## config.mk

```make
export PLATFORM = sky130hd
export DESIGN_NAME = instr_encoder_loader_flat
export DESIGN_NICKNAME = d
export VERILOG_FILES = /design/src/rtl/instr_encoder_loader_if.sv /design/src/rtl/instr_encoder_loader.sv /design/src/flat_wrapper.sv
export SDC_FILE = /design/constraint.sdc
export NUM_CORES = 1
export LEC_CHECK = 0
export CORE_MARGIN = 2
export CORE_UTILIZATION = 30
export DETAILED_ROUTE_END_ITERATION = 8
export GPL_TIMING_DRIVEN = 1
export PLACE_DENSITY_LB_ADDON = 0.05
export SLEW_MARGIN = 10
export SYNTH_ARGS = -nofsm -noshare
export SYNTH_HDL_FRONTEND = slang
export SYNTH_SLANG_ARGS = --single-unit
```

## constraint.sdc

```tcl
create_clock -name clk -period 2.3 [get_ports clk]
set_input_delay 0.46 -clock clk [delete_from_list [all_inputs] [get_ports clk]]
set_output_delay 0.46 -clock clk [all_outputs]
set_load 0.005 [all_outputs]
```

## src/rtl/instr_encoder_loader_if.sv

```systemverilog
// Request bus for the instruction encoder/loader.
// The master drives a symbolic instruction request and the slave
// (the encoder) answers with req_ready.
interface instr_encoder_loader_if;
   logic        req_valid;
   logic        req_ready;
   logic [4:0]  req_mnem;
   logic [4:0]  req_rs;
   logic [4:0]  req_rt;
   logic [4:0]  req_rd;
   logic [4:0]  req_shamt;
   logic [25:0] req_imm;

   // Request source side
   modport master (
      output req_valid,
      output req_mnem,
      output req_rs,
      output req_rt,
      output req_rd,
      output req_shamt,
      output req_imm,
      input  req_ready
   );

   // Encoder side
   modport slave (
      input  req_valid,
      input  req_mnem,
      input  req_rs,
      input  req_rt,
      input  req_rd,
      input  req_shamt,
      input  req_imm,
      output req_ready
   );
endinterface

```

## src/rtl/instr_encoder_loader.sv

```systemverilog
// Instruction encoder / program loader.
// Accepts symbolic instruction requests (mnemonic ID plus fields), packs
// each into a 32-bit MIPS word and writes the words sequentially into
// instruction memory starting at BASE_ADDR. A finish request ends loading.
//
// Optional feature macro: ENC_HALT_PAD_EN
//    When defined, finish (while not full) first writes a self-loop `j`
//    at the next free address before reaching DONE.
module instr_encoder_loader #(
   parameter int ADDR_W    = 8,
   parameter int BASE_ADDR = 0,
   parameter int DEPTH     = 256
) (
   input  logic                     clk,
   input  logic                     reset,
   instr_encoder_loader_if.slave    req,
   input  logic                     finish,
   output logic                     im_we,
   output logic [ADDR_W-1:0]        im_addr,
   output logic [31:0]              im_wdata,
   output logic [ADDR_W:0]          count,
   output logic                     full,
   output logic                     done,
   output logic                     err
);

   localparam logic [ADDR_W:0]   DEPTH_C = (ADDR_W+1)'(DEPTH);
   localparam logic [ADDR_W-1:0] BASE_C  = ADDR_W'(BASE_ADDR);
   localparam logic [ADDR_W:0]   CNT_ONE = (ADDR_W+1)'(1);
   localparam logic [ADDR_W-1:0] ADR_ONE = ADDR_W'(1);

`ifdef ENC_HALT_PAD_EN
   typedef enum logic [1:0] {
      IDLE  = 2'd0,
      WRITE = 2'd1,
      HALT  = 2'd2,
      DONE  = 2'd3
   } state_t;
`else
   typedef enum logic [1:0] {
      IDLE  = 2'd0,
      WRITE = 2'd1,
      DONE  = 2'd3
   } state_t;
`endif

   state_t            state;
   state_t            stateNext;

   logic              readyInt;
   logic              encLegal;
   logic [31:0]       encWord;
   logic              loadWord;
   logic [31:0]       wordNext;
   logic              errNext;
   logic              writeDone;
   logic [ADDR_W:0]   countInc;

   // R-type word: OpCode 0 with register, shamt and Funct fields
   function automatic logic [31:0] rType(
      input logic [4:0] rs,
      input logic [4:0] rt,
      input logic [4:0] rd,
      input logic [4:0] shamt,
      input logic [5:0] funct
   );
      return {6'd0, rs, rt, rd, shamt, funct};
   endfunction

   // I-type word: OpCode, rs, rt and a 16-bit immediate
   function automatic logic [31:0] iType(
      input logic [5:0]  op,
      input logic [4:0]  rs,
      input logic [4:0]  rt,
      input logic [15:0] imm
   );
      return {op, rs, rt, imm};
   endfunction

   // J-type word: OpCode and 26-bit target
   function automatic logic [31:0] jType(
      input logic [5:0]  op,
      input logic [25:0] target
   );
      return {op, target};
   endfunction

   // Encode the presented request; unused fields are forced to zero
   always_comb begin
      encLegal = 1'b1;
      encWord  = '0;
      case (req.req_mnem)
         5'd0:  encWord = rType(req.req_rs, req.req_rt, req.req_rd, 5'd0, 6'h20);
         5'd1:  encWord = rType(req.req_rs, req.req_rt, req.req_rd, 5'd0, 6'h21);
         5'd2:  encWord = rType(req.req_rs, req.req_rt, req.req_rd, 5'd0, 6'h22);
         5'd3:  encWord = rType(req.req_rs, req.req_rt, req.req_rd, 5'd0, 6'h23);
         5'd4:  encWord = rType(req.req_rs, req.req_rt, req.req_rd, 5'd0, 6'h24);
         5'd5:  encWord = rType(req.req_rs, req.req_rt, req.req_rd, 5'd0, 6'h25);
         5'd6:  encWord = rType(req.req_rs, req.req_rt, req.req_rd, 5'd0, 6'h26);
         5'd7:  encWord = rType(req.req_rs, req.req_rt, req.req_rd, 5'd0, 6'h27);
         5'd8:  encWord = rType(req.req_rs, req.req_rt, req.req_rd, 5'd0, 6'h2A);
         5'd9:  encWord = rType(req.req_rs, req.req_rt, req.req_rd, 5'd0, 6'h2B);
         5'd10: encWord = rType(5'd0, req.req_rt, req.req_rd, req.req_shamt, 6'h00);
         5'd11: encWord = rType(5'd0, req.req_rt, req.req_rd, req.req_shamt, 6'h02);
         5'd12: encWord = rType(5'd0, req.req_rt, req.req_rd, req.req_shamt, 6'h03);
         5'd13: encWord = rType(req.req_rs, 5'd0, 5'd0, 5'd0, 6'h08);
         5'd14: encWord = rType(req.req_rs, 5'd0, req.req_rd, 5'd0, 6'h09);
         5'd15: encWord = iType(6'd35, req.req_rs, req.req_rt, req.req_imm[15:0]);
         5'd16: encWord = iType(6'd43, req.req_rs, req.req_rt, req.req_imm[15:0]);
         5'd17: encWord = iType(6'd15, 5'd0, req.req_rt, req.req_imm[15:0]);
         5'd18: encWord = iType(6'd8, req.req_rs, req.req_rt, req.req_imm[15:0]);
         5'd19: encWord = iType(6'd9, req.req_rs, req.req_rt, req.req_imm[15:0]);
         5'd20: encWord = iType(6'd12, req.req_rs, req.req_rt, req.req_imm[15:0]);
         5'd21: encWord = iType(6'd10, req.req_rs, req.req_rt, req.req_imm[15:0]);
         5'd22: encWord = iType(6'd11, req.req_rs, req.req_rt, req.req_imm[15:0]);
         5'd23: encWord = iType(6'd4, req.req_rs, req.req_rt, req.req_imm[15:0]);
         5'd24: encWord = jType(6'd2, req.req_imm);
         5'd25: encWord = jType(6'd3, req.req_imm);
         default: begin
            encLegal = 1'b0;
            encWord  = '0;
         end
      endcase
   end

   // Status decode: ready only in IDLE with room left and reset released
   assign full          = (count == DEPTH_C);
   assign readyInt      = (state == IDLE) && !full && !reset;
   assign req.req_ready = readyInt;
   assign done          = (state == DONE);
   assign countInc      = count + CNT_ONE;

   // A memory write happens in every cycle spent in a writing state
`ifdef ENC_HALT_PAD_EN
   assign writeDone = (state == WRITE) || (state == HALT);
`else
   assign writeDone = (state == WRITE);
`endif
   assign im_we = writeDone;

   // State register
   always_ff @(posedge clk) begin
      if (reset) begin
         state <= IDLE;
      end else begin
         state <= stateNext;
      end
   end

   // Next-state logic; an accepted request always takes priority over finish
   always_comb begin
      stateNext = state;
      loadWord  = 1'b0;
      wordNext  = encWord;
      errNext   = 1'b0;
      case (state)
         IDLE: begin
            if (req.req_valid && readyInt) begin
               if (encLegal) begin
                  stateNext = WRITE;
                  loadWord  = 1'b1;
               end else begin
                  errNext = 1'b1;
               end
            end else if (finish) begin
`ifdef ENC_HALT_PAD_EN
               if (full) begin
                  stateNext = DONE;
               end else begin
                  stateNext = HALT;
                  loadWord  = 1'b1;
                  wordNext  = {6'd2, 26'(im_addr)};
               end
`else
               stateNext = DONE;
`endif
            end
         end
         WRITE: begin
            stateNext = IDLE;
         end
`ifdef ENC_HALT_PAD_EN
         HALT: begin
            stateNext = DONE;
         end
`endif
         DONE: begin
            stateNext = DONE;
         end
         default: begin
            stateNext = IDLE;
         end
      endcase
   end

   // Datapath: word register, error pulse, count and saturating address
   always_ff @(posedge clk) begin
      if (reset) begin
         im_addr  <= BASE_C;
         im_wdata <= '0;
         count    <= '0;
         err      <= 1'b0;
      end else begin
         err <= errNext;
         if (loadWord) begin
            im_wdata <= wordNext;
         end
         if (writeDone) begin
            count <= countInc;
            if (countInc < DEPTH_C) begin
               im_addr <= im_addr + ADR_ONE;
            end
         end
      end
   end

endmodule

```

## src/flat_wrapper.sv

```systemverilog
// flat-port wrapper written by rule: the top's interface ports become plain ports
module instr_encoder_loader_flat 
#(
   parameter int ADDR_W    = 8,
   parameter int BASE_ADDR = 0,
   parameter int DEPTH     = 256
)
  (clk, reset, finish, im_we, im_addr, im_wdata, count, full, done, err, req_req_valid, req_req_mnem, req_req_rs, req_req_rt, req_req_rd, req_req_shamt, req_req_imm, req_req_ready);
  instr_encoder_loader_if req_i ();
  input  logic clk;
  input  logic reset;
  input  logic finish;
  output logic im_we;
  output logic [ADDR_W-1:0] im_addr;
  output logic [31:0] im_wdata;
  output logic [ADDR_W:0] count;
  output logic full;
  output logic done;
  output logic err;
  input wire logic [$bits(req_i.req_valid)-1:0] req_req_valid;
  input wire logic [$bits(req_i.req_mnem)-1:0] req_req_mnem;
  input wire logic [$bits(req_i.req_rs)-1:0] req_req_rs;
  input wire logic [$bits(req_i.req_rt)-1:0] req_req_rt;
  input wire logic [$bits(req_i.req_rd)-1:0] req_req_rd;
  input wire logic [$bits(req_i.req_shamt)-1:0] req_req_shamt;
  input wire logic [$bits(req_i.req_imm)-1:0] req_req_imm;
  output wire logic [$bits(req_i.req_ready)-1:0] req_req_ready;
  assign req_i.req_valid = req_req_valid;
  assign req_i.req_mnem = req_req_mnem;
  assign req_i.req_rs = req_req_rs;
  assign req_i.req_rt = req_req_rt;
  assign req_i.req_rd = req_req_rd;
  assign req_i.req_shamt = req_req_shamt;
  assign req_i.req_imm = req_req_imm;
  assign req_req_ready = req_i.req_ready;
  instr_encoder_loader #(.ADDR_W(ADDR_W), .BASE_ADDR(BASE_ADDR), .DEPTH(DEPTH)) u_core (.clk(clk), .reset(reset), .req(req_i), .finish(finish), .im_we(im_we), .im_addr(im_addr), .im_wdata(im_wdata), .count(count), .full(full), .done(done), .err(err));
endmodule
```

# Yosys cells after proc, flatten, opt, wreduce, memory -nomap -nowiden
# Cells that the tools add are included.
# Widths: inputs -> output; s select.
# classes
bitwise	2
order_cmp	1
n_reduce_logical	11
addsub	2
eq_ne	30
muxes	10
# op_table
op	count
$pmux 32 s26	1
$eq 5x5->1 const B	10
$eq 5x4->1 const B	8
$reduce_or 26->1	1
$eq 5x3->1 const B	4
$eq 5x2->1 const B	2
$add 9x1->9 const B	1
$eq 9x9->1 const B	1
$lt 9x9->1 const B	1
$add 8x1->8 const B	1
$mux 2	3
$eq 5x1->1 const B	1
$logic_not 5->1	1
$mux 1	5
$pmux 2 s2	1
$reduce_and 2->1	2
$logic_and 1x1->1	3
$ne 3x2->1 const B	1
$ne 3x3->1 const B	1
$reduce_or 3->1	1
$eq 2x1->1 const B	1
$eq 2x2->1 const B	1
$logic_not 1->1	2
$logic_not 2->1	1
$not 1->1	2
# totals
wordCells	61
reg_bits	52
output_inout_bits	54
input_bits	55

# Longest topological paths before layout
# Gate-level depths: netlist of the first run.
# logic_depth
word_depth	7
ltp_mapped	7
ltp_nobuf	6

# Least setup slack after synthesis of the first run
# No wires, ideal clock.
# synth_path
kind	reg-to-reg
startpoint	register u_core.count[0]
endpoint	register u_core.state[1]
path_slack_ns	0.581
path_buffers	0
stages_incl_launch_ff	7
arrival_time_ns	1.598
path_cell_list	dfxtp_1 > inv_1 > ha_1 > nor4b_2 > a21bo_4 > mux2i_1 > mux2_4
# synth_between
elab_chain_cells	7
word_cells_on_any_way	10
cone_classes	eq/ne: 3; mux: 2; reduce/logical: 5
# synth_rtl
element	line	text
from (decl)	instr_encoder_loader.sv:21	output logic [ADDR_W:0] count,
from (signal assigned)	instr_encoder_loader.sv:209	count <= countInc;
$eq 9x9->1 *	instr_encoder_loader.sv:127	assign full = (count == DEPTH_C);
$logic_not 1->1 *	instr_encoder_loader.sv:128	assign readyInt = (state == IDLE) && !full && !reset;
$logic_and 1x1->1 * (2 in a row)	instr_encoder_loader.sv:128	
$logic_and 1x1->1 *	instr_encoder_loader.sv:158	if (req.req_valid && readyInt) begin
$mux 2 (tied with other cells)	instr_encoder_loader.sv:158	
$pmux 2 s2 / $reduce_and 2->1 (equally long branches)	-	
to (signal assigned)	instr_encoder_loader.sv:146	state <= stateNext;
to (decl)	instr_encoder_loader.sv:47	state_t state;
# Every way passes the cells marked *; elsewhere a longest branch is shown, timed or not.
# A chain may end at the register's enable or synchronous reset.

# Worst setup path after layout of the first run
# layout_path
startpoint	register u_core.count[0]
endpoint	output port full
# layout_between
elab_chain_cells	1
# layout_rtl
element	line	text
$eq 9x9->1	instr_encoder_loader.sv:127	
to (decl)	flat_wrapper.sv:17	output logic full;
# Every way passes these cells.

==> results of run 1 <==
[worst max path at each step]
| stage | end | slack (ps) |
|---|---|---|
| 3_5_place_dp | u_core.im_wdata[25] | 30 |
| 6_report | full | 110 |
| 3_3_place_gp | u_core.im_wdata[19] | 100 |
| 4_1_cts | req_req_ready | 4 |
| 2_1_floorplan | u_core.state[1] | 580 |
| 5_1_grt | full | 9 |
[registers in the layout, indices dropped and copies added, names as in the netlist]
register,flops
u_core.im_wdata,31
u_core.state,2
u_core.err,1
u_core.im_addr,8
u_core.count,9
[layer usage]
| layer | vias to the layer above | part of all wire |
|---|---|---|
| met5 | - | 0 |
| met3 | 9 | 0.059 |
| li1 | 1455 | - |
| met2 | 93 | 0.42 |
| met4 | 0 | 0.010 |
| met1 | 1290 | 0.51 |
[cells by family (layout without fill, tap and decap cells)]
group / Yosys count / count (layout) / share of synthesized area
fa+ha+maj: 7 / 7 / 0.0296
xor+xnor: 7 / 7 / 0.0213
compound gates: 129 / 129 / 0.302
other cells: 1 / 1 / 0.00130
buf+inv: 38 / 151 / 0.0797
mux: 10 / 10 / 0.0387
flops: 51 / 51 / 0.355
simple gates: 87 / 87 / 0.172
[what timing repair did]
action	CTS	global route
endpoints found under the setup margin	2	2
pin swaps	1	0
gates cloned	0	0
hold buffers	0	0
setup buffers	3	1
resized for setup	3	1
[where the power goes]
group / switching (W) / internal [W] / total (W)
clock: 0.000317 / 0.000214 / 0.000531
sequential: 0.0000777 / 0.00101 / 0.00109
combinational: 0.000554 / 0.000650 / 0.00120
[stage by stage]
step                      setup WS [ps]  hold WS, ps  instance area, um2   util
final                               112          485                4240  0.457
after global routing               9.16          522                4240  0.457
after CTS                          3.57          490                4230  0.456
after detailed placement           29.8          475                4110  0.443
after global placement             98.1          465                4110  0.443
after floorplan                     581          466                2870      -
[synthesized netlist by cell type (3+ instances only)]
cell	count	area (um2)
a311oi_1	8	70.1
a22oi_1	10	75.1
nand4_1	6	37.5
clkbuf_1	5	18.8
nand2b_1	7	43.8
mux2i_1	4	40.0
inv_1	11	41.3
ha_1	6	75.1
buf_6	7	78.8
nand2_1	18	67.6
a21oi_1	40	200
nor2b_1	7	43.8
a32oi_1	8	70.1
nor2_1	18	67.6
a31oi_1	3	18.8
buf_4	3	22.5
xor2_1	4	35.0
and3_2	3	22.5
xnor2_1	3	26.3
dfxtp_1	51	1020
or3_1	3	18.8
a211oi_1	20	150
mux2_2	5	56.3
nand3_1	8	40.0
o21ai_0	18	90.1
buf_2	11	55.1
[area by class of cell]
| type | count | area share |
|---|---|---|
| sequential | 51 | 0.241 |
| clock inverter | 2 | 0.00295 |
| inverter | 11 | 0.00973 |
| tap | 129 | 0.0380 |
| timing repair buffer | 132 | 0.305 |
| clock buffer | 6 | 0.0171 |
| multi-input combinational | 241 | 0.386 |
[critical path, cell delays in order (launching register included)]
cell and delay (ps):
dfxtp_1 320, inv_1 50, ha_1 150, nor4b_4 240, nand2_2 110, inv_1 60
clkdlybuf4s50_1 490
==> impl_metrics.py, run 1 <==
metrics = {
    "layout": {
        "n_fill_cell": 983,
        "ff_latch_area_mm2": 0.00102,
        "antenna_diode_instance_count": 0,
        "layout_common_cells": "clkdlybuf4s50_1 (105), dfxtp_1 (50), a21oi_1 (40)",
        "multi_input_area_mm2": 0.00164,
        "final_layout_size_suffix_gt1_frac": 0.124,
        "post_layout_nonfiller_instances": 572,
        "fin_nets": 503,
        "layout-area-overhead-vs-synth_pct": 47.6,
        "layout.cells.most_common": "clkdlybuf4s50_1",
    },
    "flow_run": {
        "drv_cap": 0,
    },
    "floorplanning": {
        "floorplan.die.height_um": 102,
        "placementRows": 35,
        "start_util": 0.310,
        "io-pin-count": 109,
        "floorplan.die_area_mm2": 0.0104,
        "core-area_mm2": 0.00928,
        "die_w_um": 102,
    },
    "pwr": {
        "power_per_cell_area_mw_per_mm2": 665,
        "post-layout-total-power_w": 0.00282,
        "power.ir.vdd_worst_uv": 298,
        "static-leakage-power_nw": 1.52,
    },
    "sta": {
        "post-route-period-util": 0.951,
        "rsz0062_at_grt": "false",
        "finalSetupTns_ps": 0,
        "setup_violations_final": 0,
        "fin_crit_ps": 2190,
        "maxClockFrequency_mhz": 457,
        "timing.clock.skew_ps": 11.6,
        "timing.slew.headroom": 0.616,
        "slew_violations": 0,
        "total_count_of_hold_check_failures_in_the_final_report": 0,
        "worst-slew-pin-transition_ps": 571,
    },
    "logic_synthesis": {
        "synth_edf_count": 0,
        "synth.yosys.warnings": 0,
        "netlist_instances": 330,
        "dominantRegCellSynth": "dfxtp_1",
        "syn_nets": 391,
        "post_synth_instance_area_mm2": 0.00287,
        "synth.ff_latch_count": 51,
        "average_instance_area_after_synthesis_um2": 8.71,
        "share_of_flip_flops_with_an_asynchronous_set_or_reset_after_synthesis": 0,
        "count_of_different_cell_masters_after_synthesis": 59,
        "seq_area_frac_synth": 0.355,
    },
    "routing": {
        "post_drt_via_cell_ratio": 4.98,
        "drtPass1Iterations": 4,
        "postRouteAntennaNets": 0,
        "drcViolationCount": 0,
        "avgRoutedWirePerCell_um": 15.0,
        "postRouteWirelength_um": 8570,
        "routed-via-count": 2847,
        "first_iter_violations": 144,
    },
    "hold_path": {
        "hold_path.startpoint": "u_core.im_wdata[28]",
        "worst_hold_path.endpoint": "u_core.im_wdata[28]",
        "worst_hold_stages": 2,
        "hold_path_class": "reg -> reg",
    },
    "critical_path": {
        "worstRegToRegCells": 8,
        "reg2reg_from": "u_core.count[0]",
        "timing.critical_path.required_ps": 1840,
        "cp_max_fo": 3,
        "timing_worst_setup_path_type": "reg -> out",
        "worst_r2r_end": "u_core.state[1]",
        "worst_ep_arrival_time_ps": 1730,
        "crit_path_end_kind": "primary output",
        "worst_setup_path_startpoint": "u_core.count[0]",
        "reg2reg_setup_slack_ps": 370,
        "critical_path.startpoint_type": "flop",
    },
    "global_route": {
        "grt_most_used_layer": "met1",
        "grt-ovfl-total": 0,
        "grt_start_max_net_pins": 32,
        "antenna_violations_before_repair": 0,
        "grtUsageMet1": 0.246,
        "grt_pass1_vias": 2701,
        "gr-usage-all-layers": 0.166,
        "grt_pass1_wl_um": 13700,
        "grt_util_met3": 0.0363,
        "grt.met2_usage": 0.243,
    },
    "placement": {
        "numPortBuffers": 107,
        "place_inst": 560,
        "dp_hpwl_um": 6070,
        "place_congestion": 0.766,
    },
    "cts": {
        "root_buffer": "clkbuf_8",
        "cts_buffer_depth": 2,
        "clkTransAtPathRegs_ps": 100,
        "cts_sinks": 51,
        "tritoncts": "built",
        "cts_inserted_buffers": 5,
        "clock_latency_on_the_worst_skew_pair_ps": 310,
        "h_tree_level_count": 2,
    },
    "status": {
        "result_of_the_run": "completed",
    },
}
No activity file was read; power rests on OpenSTA's default activity.
==> inputs of run 2 (changes only) <==
==> constraint.sdc (replaced) <==
create_clock -name clk -period 2.7 [get_ports clk]
set_input_delay 0.54 -clock clk [delete_from_list [all_inputs] [get_ports clk]]
set_output_delay 0.54 -clock clk [all_outputs]
set_load 0.005 [all_outputs]
==> run 2 against run 1 <==
Clock power decreased by 6.6%. Wire length shrank 0.46%. Combinational power is 19% lower. Utilization is 0.93 points lower. Worst hold slack got worse by 5.0 ps. Non-clock buffer count fell by 11. Sequential power shrank 14%. Sequential share of layout area is 0.47 points higher. Flip-flop and latch count is the same. Largest power group unchanged.
==> impl_metrics.py, run 2 (same netlist as run 1, synthesis figures left out) <==
metrics = {
    "critical_path": {
        "cp_max_fo": 5,
        "timing_worst_setup_path_type": "reg -> out",
        "crit_path_end_kind": "primary output",
        "critical_path.startpoint_type": "flop",
        "timing.critical_path.required_ps": 2160,
        "worstRegToRegCells": 6,
        "worst_ep_arrival_time_ps": 1990,
        "reg2reg_setup_slack_ps": 840,
    },
    "global_route": {
        "gr-usage-all-layers": 0.163,
        "antenna_violations_before_repair": 0,
        "grt_pass1_vias": 2602,
        "grt_start_max_net_pins": 48,
        "grt-ovfl-total": 0,
        "grt_pass1_wl_um": 13400,
    },
    "hold_path": {
        "worst_hold_stages": 2,
        "hold_path_class": "reg -> reg",
    },
    "routing": {
        "drtPass1Iterations": 4,
        "postRouteAntennaNets": 0,
        "routed-via-count": 2853,
        "postRouteWirelength_um": 8530,
        "post_drt_via_cell_ratio": 5.09,
        "drcViolationCount": 0,
        "first_iter_violations": 110,
        "avgRoutedWirePerCell_um": 15.2,
    },
    "pwr": {
        "power.ir.vdd_worst_uv": 336,
        "static-leakage-power_nw": 1.46,
        "power_per_cell_area_mw_per_mm2": 579,
    },
    "sta": {
        "timing.slew.headroom": 0.524,
        "slew_violations": 0,
        "setup_violations_final": 0,
        "rsz0062_at_grt": "false",
        "post-route-period-util": 0.939,
        "total_count_of_hold_check_failures_in_the_final_report": 0,
        "fin_crit_ps": 2530,
        "finalSetupTns_ps": 0,
        "timing.clock.skew_ps": 6.31,
        "maxClockFrequency_mhz": 395,
        "worst-slew-pin-transition_ps": 706,
    },
    "cts": {
        "clock_latency_on_the_worst_skew_pair_ps": 300,
        "h_tree_level_count": 2,
        "cts_buffer_depth": 2,
        "tritoncts": "built",
        "cts_sinks": 51,
        "cts_inserted_buffers": 5,
        "clkTransAtPathRegs_ps": 90,
        "root_buffer": "clkbuf_8",
        "hold_buffers_post_cts": 0,
    },
    "status": {
        "result_of_the_run": "completed",
    },
    "layout": {
        "max_flop_register": "u_core.im_wdata",
        "layout-area-overhead-vs-synth_pct": 44.6,
        "final_layout_size_suffix_gt1_frac": 0.0972,
        "layout_common_cells": "clkdlybuf4s50_1 (106), dfxtp_1 (51), a21oi_1 (40)",
        "number_of_flip_flops_under_the_largest_register_name": 31,
        "largestRegisters": "u_core.im_wdata x31, u_core.count x9, u_core.im_addr x8",
        "fin_nets": 492,
        "layout.core_utilization": 0.448,
        "layout.cells.most_common": "clkdlybuf4s50_1",
        "n_fill_cell": 951,
        "antenna_diode_instance_count": 0,
    },
    "floorplanning": {
        "placementRows": 35,
        "core-area_mm2": 0.00928,
        "floorplan.die_area_mm2": 0.0104,
        "start_util": 0.310,
        "die_w_um": 102,
        "io-pin-count": 109,
        "floorplan.die.height_um": 102,
    },
    "placement": {
        "numPortBuffers": 107,
        "dp_hpwl_um": 6030,
        "place_congestion": 0.796,
    },
    "flow_run": {
        "drv_cap": 0,
    },
}
## run 2: cell types whose count changed in the layout (fill, tap and decap cells not counted), sizes merged
cell | previous run | this run
buf | 26 | 15
clkbuf | 6 | 8
clkdlybuf4s50 | 105 | 106
clkinv | 1 | 0
clkinvlp | 1 | 0
dlymetal6s2s | 1 | 0
## run 2: through the flow
stage | instances | power [W] | hold slack, ps | setup slack (ps) | cell area [um2]
final | 561 | 0.00240 | 480 | 166 | 4160
after global routing | 561 | 0.00258 | 511 | 15.9 | 4160
after CTS | 561 | 0.00243 | 483 | 77.3 | 4150
after detailed placement | 553 | 0.00192 | 469 | 185 | 4050
after global placement | 553 | 0.00191 | 463 | 244 | 4050
after floorplan | 330 | 0.00147 | 466 | 981 | 2870
## run 2: cell type report
| type | count | area [um2] | area share |
|---|---|---|---|
| inverter | 11 | 41.3 | 0.00993 |
| sequential | 51 | 1020 | 0.246 |
| timing repair buffer | 121 | 1200 | 0.288 |
| tap | 129 | 161 | 0.0388 |
| clock buffer | 8 | 100 | 0.0241 |
| multi-input combinational | 241 | 1640 | 0.394 |
## run 2: final timing paths
path                                            end                start
worst min register to register  u_core.im_wdata[28]  u_core.im_wdata[28]
worst max register to register      u_core.state[1]      u_core.count[0]
worst min-delay path            u_core.im_wdata[28]  u_core.im_wdata[28]
worst max-delay path                  req_req_ready      u_core.count[0]
## run 2: routing by layer
metal | GRT usage | vias up | wire length, um
met4 | 0.0400 | 0 | 79
met5 | 0 | - | 0
met3 | 0.0328 | 7 | 494
li1 | - | 1432 | -
met2 | 0.243 | 85 | 3730
met1 | 0.240 | 1329 | 4220
## run 2: worst max-delay path, stage by stage, from the launching register on
cell and delay, ps:
dfxtp_1 420, inv_1 70, ha_1 220, nor4b_4 150, nand2_1 130, nand2_1 60
nor2_1 120, clkdlybuf4s50_1 510
## run 2: what timing repair did
action,4_1_cts,5_1_grt
gates resized for setup,0,1
setup buffers,0,0
endpoints found under the setup margin,0,2
## run 2: where the power goes
| part | switching (W) | leakage, nW | internal [W] | total, W |
|---|---|---|---|---|
| registers | 0.0000743 | 0.415 | 0.000858 | 0.000932 |
| clock network | 0.000262 | 0.0515 | 0.000235 | 0.000496 |
| logic | 0.000455 | 0.989 | 0.000521 | 0.000976 |
